**config.mk**
```make
export PLATFORM = sky130hd
export DESIGN_NAME = jtoutrun_subbridge
export DESIGN_NICKNAME = d
export VERILOG_FILES = /design/src/rtl/jtoutrun_subbridge.sv
export SDC_FILE = /design/constraint.sdc
export NUM_CORES = 1
export LEC_CHECK = 0
export ABC_AREA = 0
export CAP_MARGIN = 15
export CORE_MARGIN = 4
export CORE_UTILIZATION = 50
export DETAILED_ROUTE_END_ITERATION = 10
export DONT_BUFFER_PORTS = 1
export MAX_ROUTING_LAYER = met4
export SLEW_MARGIN = 10
export SYNTH_ARGS = -nofsm -noshare
export SYNTH_HDL_FRONTEND = slang
export SYNTH_SLANG_ARGS = --single-unit
```
**constraint.sdc**
```tcl
create_clock -name clk -period 3.1 [get_ports clk]
set_input_delay 0.465 -clock clk [delete_from_list [all_inputs] [get_ports clk]]
set_output_delay 0.465 -clock clk [all_outputs]
set_load 0.01 [all_outputs]
```
**src/rtl/jtoutrun_subbridge.sv**
```systemverilog
// Bridges main-CPU accesses into the sub-CPU shared window: requests the sub bus,
// waits for a stable grant, performs the access and holds DTACK until main_cs drops.
module jtoutrun_subbridge #(
  parameter int TIMEOUT = 1024,
  parameter int SETTLE  = 2
) (
  input  logic        clk,
  input  logic        rst,
  input  logic        main_cs,
  input  logic        main_rnw,
  input  logic        sub_ok,
  input  logic [15:0] sub_din,
  output logic        sub_br,
  output logic [15:0] main_din,
  output logic        main_ok,
  output logic [7:0]  tout_cnt
);

  localparam int TW = $clog2(TIMEOUT);
  localparam int SW = $clog2(SETTLE + 1);
  localparam logic [TW-1:0] TIMER_LAST  = TW'(TIMEOUT - 1);
  localparam logic [SW-1:0] SETTLE_LAST = SW'(SETTLE - 1);

  typedef enum logic [2:0] {
    ST_IDLE,
    ST_REQ,
    ST_SETTLE,
    ST_ACCESS,
    ST_DONE
  } state_t;

  state_t        state;
  logic [TW-1:0] timer;
  logic [SW-1:0] settle_cnt;
  logic          timed_out;

  assign timed_out = (timer == TIMER_LAST);

  always_ff @(posedge clk or posedge rst) begin
    if (rst) begin
      state      <= ST_IDLE;
      sub_br     <= 1'b0;
      main_ok    <= 1'b0;
      main_din   <= 16'h0000;
      tout_cnt   <= 8'd0;
      timer      <= '0;
      settle_cnt <= '0;
    end else begin
      case (state)
        ST_IDLE: begin
          if (main_cs) begin
            state  <= ST_REQ;
            sub_br <= 1'b1;
            timer  <= '0;
          end
        end

        ST_REQ, ST_SETTLE, ST_ACCESS: begin
          timer <= timer + 1'b1;
          if (!main_cs) begin
            // Abort: release the bus without touching data or the timeout count
            state  <= ST_IDLE;
            sub_br <= 1'b0;
          end else if (state == ST_ACCESS && sub_ok) begin
            // Completion beats a coincident timeout
            state   <= ST_DONE;
            main_ok <= 1'b1;
            if (main_rnw) main_din <= sub_din;
          end else if (timed_out) begin
            state    <= ST_DONE;
            main_ok  <= 1'b1;
            main_din <= 16'hFFFF;
            if (tout_cnt != 8'hFF) tout_cnt <= tout_cnt + 8'd1;
          end else if (state == ST_REQ) begin
            if (sub_ok) begin
              state      <= ST_SETTLE;
              settle_cnt <= '0;
            end
          end else if (state == ST_SETTLE) begin
            if (!sub_ok) begin
              state <= ST_REQ;
            end else if (settle_cnt == SETTLE_LAST) begin
              state <= ST_ACCESS;
            end else begin
              settle_cnt <= settle_cnt + 1'b1;
            end
          end
        end

        ST_DONE: begin
          if (!main_cs) begin
            state   <= ST_IDLE;
            sub_br  <= 1'b0;
            main_ok <= 1'b0;
          end
        end

        default: begin
          state   <= ST_IDLE;
          sub_br  <= 1'b0;
          main_ok <= 1'b0;
        end
      endcase
    end
  end

endmodule
```
==> summary.txt, run 1 <==
max_cap viols: 0
Setup violations, final: 0
Post-Synthesis Cells: 180
Post-DP HPWL: 2840 um
post-synthesis cell area: 1972 sq um
die area: 5013 sq um
Unique masters post-synth: 42
fin util: 0.5588
EDFF count, synth: 0
Final Non-Filler Cells: 230
total setup buffers inserted after CTS: 0
PD cells: 740.8 nW/um^2
DR WL/cell: 17.13 um
largest net degree at the start of global routing: 26
crit path kind: reg2reg
initial DRC count: 50
Hold Path Class: in2async
Synth top area share: 0.5203
Syn Nets: 204
Post-Place Cells: 222
LEAKAGE: 0.9284 nW
die span in y: 70.80 um
synthesized area per cell: 10.95 sq um
Req. time, crit path: 3.33 ns
CTS tree: built
Antenna Violating Nets Remaining: 0
Slew Limit Fails: 0
Initial Util: 0.5267
Area contributors post-synth: dfrtp_1, o22a_2, xor2_1
vias in the first global route: 1343
vias per std cell: 6.135
I/O pin cnt: 47
predominant post-synthesis flop cell: dfrtp_1
Clock Latency Late Sink: 0.29 ns
Worst setup EP type: flip-flop
first-pass GRT wire length: 6831 um
core region area: 3744 sq um
Final #Nets: 205
Tot GR Track Use: 0.1782
synthesis-stage register bit count: 41
routed wire length: 3941 um
router iterations before antenna repair: 4
setup tns final: 0 ns
Hold Vio Cnt, Final: 0
Max Fclk: 449.0 MHz
area delta synth->final: 6.092%
ANT cells: 0
fin crit period: 2.227 ns
number of CTS-inserted buffers: 5
fraction of registers with async set/reset: 1.000
sequential share of the synthesized area: 0.5203
initial antenna violation count: 0
CTS resizes: 0
fill cell count: 348
most common cell after layout, fill and taps aside: dfrtp_1
crit share post-route: 0.7184
Die Wd: 70.80 um
Max Root-Sink Buffers: 2
GPL Wtd Cong: 0.8473
CP Launch Type: flip-flop
area leader, netlist: dfrtp_1
worst-margin pin slew: 0.7580 ns
RSZ-0062 raised after global routing: false
Slew HR: 0.4908
Worst VDD drop: 0.4429 mV
Residual DRC: 0
Synth Warn #: 0
via count: 1411
row count: 22
CP max FO: 21
status: completed
clock transition at the registers of the reported paths: 0.08 ns
number of H-tree levels: 2
share of layout cells above drive strength 1: 0.1319
Worst Skew: 0.005525 ns
port bufs: 0
GRT overflow: 0
Worst Path Arrival: 2.45 ns
most frequent cells in the layout: dfrtp_1, nor2_1, o21ai_0
CTS sink cnt: 41
CTS root buffer: clkbuf_8
cts hold-fix bufs: 0
[power breakdown]
| group | internal, mW | switching [mW] |
|---|---|---|
| Clock | 0.155 | 0.184 |
| Combinational | 0.169 | 0.168 |
| Sequential | 0.681 | 0.193 |
| Total | 1.01 | 0.545 |
[metal layers]
metal / GRT usage / wire length [um] / vias up
met1: 0.2181 / 1707 / 700
met4: 0.06263 / 61 / 0
met5: - / 0 / -
li1: - / - / 673
met3: 0.06960 / 236 / 6
met2: 0.2688 / 1936 / 32
[per-stage QoR]
| stage | cell area, sq um | power [mW] | hold slack (ns) | setup slack, ns |
|---|---|---|---|---|
| 6_report | 2092 | 1.550 | 0.1213 | 0.8728 |
| 5_1_grt | 2092 | 1.664 | 0.1948 | 0.7378 |
| 4_1_cts | 2092 | 1.569 | 0.1416 | 0.8658 |
| 3_3_place_gp | 2006 | 1.205 | 0.4461 | 0.9439 |
| 2_1_floorplan | 1972 | 1.129 | 0.4781 | 1.260 |
| 3_5_place_dp | 2006 | 1.229 | 0.4608 | 0.8845 |
[cells in the mapped netlist (2+ instances only)]
| library cell | count |
|---|---|
| xnor2_1 | 6 |
| nor4b_1 | 3 |
| nor2b_1 | 2 |
| nand4_1 | 3 |
| nand2b_1 | 3 |
| o22a_1 | 6 |
| a21oi_1 | 5 |
| and4_1 | 2 |
| nor3b_1 | 2 |
| and3_1 | 5 |
| dfrtp_1 | 41 |
| mux2_2 | 2 |
| ha_1 | 3 |
| nand2_1 | 8 |
| buf_1 | 2 |
| o22a_2 | 10 |
| xor2_1 | 8 |
| nor4_1 | 4 |
| inv_1 | 3 |
| clkbuf_1 | 4 |
| nor3_1 | 6 |
| o21ai_0 | 11 |
| nand3_1 | 10 |
| nor2_1 | 12 |
| or3_1 | 2 |
[sequential cells by signal, indices dropped and copies added, names as in the netlist]
| signal | cells |
|---|---|
| timer | 10 |
| state | 3 |
| main_din | 16 |
| settle_cnt | 2 |
| main_ok | 1 |
| sub_br | 1 |
| tout_cnt | 8 |
[logic make-up after synthesis]
logic type | after synthesis | share of synthesized area
AOI/OAI and AO/OA | 42 | 0.1631
xor gates and xnor gates | 14 | 0.06218
buffers and inverters | 10 | 0.02284
DFF | 41 | 0.5203
and+or+nand+nor | 67 | 0.1961
muxes | 3 | 0.01650
adders and majority gates | 3 | 0.01904
[final timing paths]
kind	from	end	slack, ns	depth (start not counted)
worst max-delay path	state[2]	main_din[1]	0.87	4
worst min-delay path	rst	main_din[6]	0.12	1
worst max register to register	state[2]	main_din[1]	0.87	4
max in group asynchronous	rst	settle_cnt[0]	2.21	2
min in group clk	main_cs	state[2]	0.31	2
worst min register to register	timer[0]	timer[0]	0.53	1
[area by class of cell]
class / count / area, sq um / share of cell area
timing repair buffer: 1 / 7.507 / 0.003589
clock inverter: 3 / 17.52 / 0.008373
tap: 48 / 60.06 / 0.02871
clock buffer: 5 / 68.82 / 0.03289
sequential: 41 / 1026 / 0.4904
inverter: 3 / 11.26 / 0.005383
multi-input combinational: 129 / 900.9 / 0.4306
[worst max-delay path: stages, from the launching register on]
cell and delay, ns:
dfrtp_1 0.70, and4b_4 0.30, or4_4 0.55, a21oi_4 0.39, o22a_1 0.22
Power figures use the tool's default switching activity.
==> run 2: changes to the inputs <==
--- a/config.mk
+++ b/config.mk
@@ -12,6 +12,7 @@
 export DETAILED_ROUTE_END_ITERATION = 10
 export DONT_BUFFER_PORTS = 1
 export MAX_ROUTING_LAYER = met4
+export PLACE_DENSITY = 0.68
 export SLEW_MARGIN = 10
 export SYNTH_ARGS = -nofsm -noshare
 export SYNTH_HDL_FRONTEND = slang
==> constraint.sdc (replaced) <==
create_clock -name clk -period 1.8 [get_ports clk]
set_input_delay 0.27 -clock clk [delete_from_list [all_inputs] [get_ports clk]]
set_output_delay 0.27 -clock clk [all_outputs]
set_load 0.01 [all_outputs]
==> run 2 against run 1 <==
Effect of this change: critical path depth up 2; design area up 15%; worst hold slack got worse by 0.016 ns; power is 100% higher; maximum frequency increased by 26%; via count is 9.3% higher; global-route usage rose by 0.81 points; routed wire length increased by 12%; sequential cell count did not move; sequential share of layout area fell by 6.5 points; count of clock-buffer cells in the layout unchanged; non-clock buffer count grew 24; critical endpoint is now timer[9].
==> summary.txt, run 2 (synthesis results as in run 1) <==
status: completed
GRT overflow: 0
CTS root buffer: clkbuf_8
core region area: 3744 sq um
LEAKAGE: 1.078 nW
WHS Path Cells: 2
Initial Util: 0.5267
CTS sink cnt: 41
DR WL/cell: 17.41 um
Max Root-Sink Buffers: 2
FF-to-FF path depth: 6
hold slack: 0.1052 ns
largest net degree at the start of global routing: 21
reg2reg start: timer[0]
R2R Setup Slk: 0.04 ns
initial antenna violation count: 0
Biggest register: main_din
row count: 22
Slew HR: 0.6148
Slew Limit Fails: 0
CTS tree: built
Worst Skew: 0.002133 ns
die area: 5013 sq um
Post-Place Cells: 240
fin crit period: 1.764 ns
dpl cell area: 2163 sq um
Worst VDD drop: 0.7538 mV
worst setup path endpoint: timer[9]
setup tns final: 0 ns
CP max FO: 3
sw frac: 0.3213
I/O pin cnt: 47
initial DRC count: 66
GPL Wtd Cong: 0.8903
die span in y: 70.80 um
met3 WL: 330 um
total chip power: 3.156 mW
met1 WL: 1825 um
ANT cells: 0
CP Launch Type: flip-flop
Int Power: 2.142 mW
number of H-tree levels: 2
Residual DRC: 0
Post-DP HPWL: 3142 um
Tot GR Track Use: 0.1863
Worst Path Arrival: 1.98 ns
Final #Nets: 229
Final Non-Filler Cells: 254
PD cells: 1309 nW/um^2
Antenna Violating Nets Remaining: 0
Hold Vio Cnt, Final: 0
first-pass GRT wire length: 7307 um
Hold Path Class: in2reg
sequential share of power: 0.461
via count: 1542
vias per std cell: 6.071
Sw Pwr: 1.014 mW
most frequent cells in the layout: dfrtp_1, buf_4, nor2_1
Gate power share: 0.261
number of CTS-inserted buffers: 5
clock transition at the registers of the reported paths: 0.08 ns
share of layout cells above drive strength 1: 0.2864
crit share post-route: 0.9798
launch point of the worst path: timer[0]
area delta synth->final: 22.27%
top routing layer in use: met4
Register Area: 1026 sq um
design area: 2411 sq um
Max Fclk: 567.0 MHz
routed wire length: 4423 um
Clock Latency Late Sink: 0.29 ns
crit path kind: reg2reg
vias in the first global route: 1561
clock share of power: 0.279
max_cap viols: 0
wire length on met2: 2201 um
Worst setup EP type: flip-flop
FF-to-FF End: timer[9]
worst-margin pin slew: 0.5772 ns
worst hold path startpoint: main_cs
max FFs per register: 16
port bufs: 0
Die Wd: 70.80 um
most common cell after layout, fill and taps aside: dfrtp_1
router iterations before antenna repair: 4
multi-input logic area: 973.4 sq um
Req. time, crit path: 2.02 ns
Top Registers: main_din x16, timer x10, tout_cnt x8
fill cell count: 310
Setup violations, final: 0
==> run 2: cell types whose count changed in the layout (fill, tap and decap cells not counted), sizes merged <==
cell / delta
buf: +23
dlygate4sd3: +1
bufinv: +2
clkinvlp: -1
inv: +1
clkinv: -2
==> run 2: power by group through the flow <==
stage	combinational, mW	sequential (mW)	clock, mW
global placement	0.705	1.46	0
CTS	0.757	1.45	0.908
detailed placement	0.754	1.47	0
floorplan	0.529	1.42	0
finish	0.822	1.45	0.880
global route	0.914	1.48	0.954
==> run 2: cell type report <==
class | count | area share
repair buffers | 25 | 0.08407
inverters | 3 | 0.004670
flip-flops and latches | 41 | 0.4255
well taps | 48 | 0.02491
multi-input cells | 129 | 0.4037
clock inverters | 3 | 0.02854
clock buffers | 5 | 0.02854
==> run 2: how the worst min path moves through the flow <==
stage / end / slack, ns
floorplan: state[2] / 0.40
global placement: main_din[10] / 0.24
detailed placement: main_din[10] / 0.25
CTS: state[2] / 0.09
global route: state[2] / 0.1
finish: state[2] / 0.11
==> run 2: repair_timing <==
item	in CTS	in global routing
buffers inserted	2	3
pin swaps	1	2
hold buffers	1	0
endpoints found under the hold margin	13	0
setup endpoints to repair	20	11
resized for setup	1	12
==> run 2: through the flow <==
step           worst slack [ns]  utilization
2_1_floorplan           0.03633            -
3_3_place_gp           -0.02650       0.5779
3_5_place_dp           -0.06864       0.5779
4_1_cts                -0.02111       0.6227
5_1_grt                -0.02628       0.6441
6_report                0.03636       0.6441
==> run 2: metal layers <==
metal / up-vias / global-route usage
met5: - / -
met4: 0 / 0.06472
met3: 6 / 0.07102
met2: 50 / 0.2945
met1: 768 / 0.2176
li1: 718 / -
==> run 2: worst max-delay path: stages (launching register included) <==
cell     delay, ns
dfrtp_1       0.38
buf_4         0.12
buf_4         0.10
nand3_1       0.13
or4_1         0.48
or3_1         0.33
a21oi_1       0.16
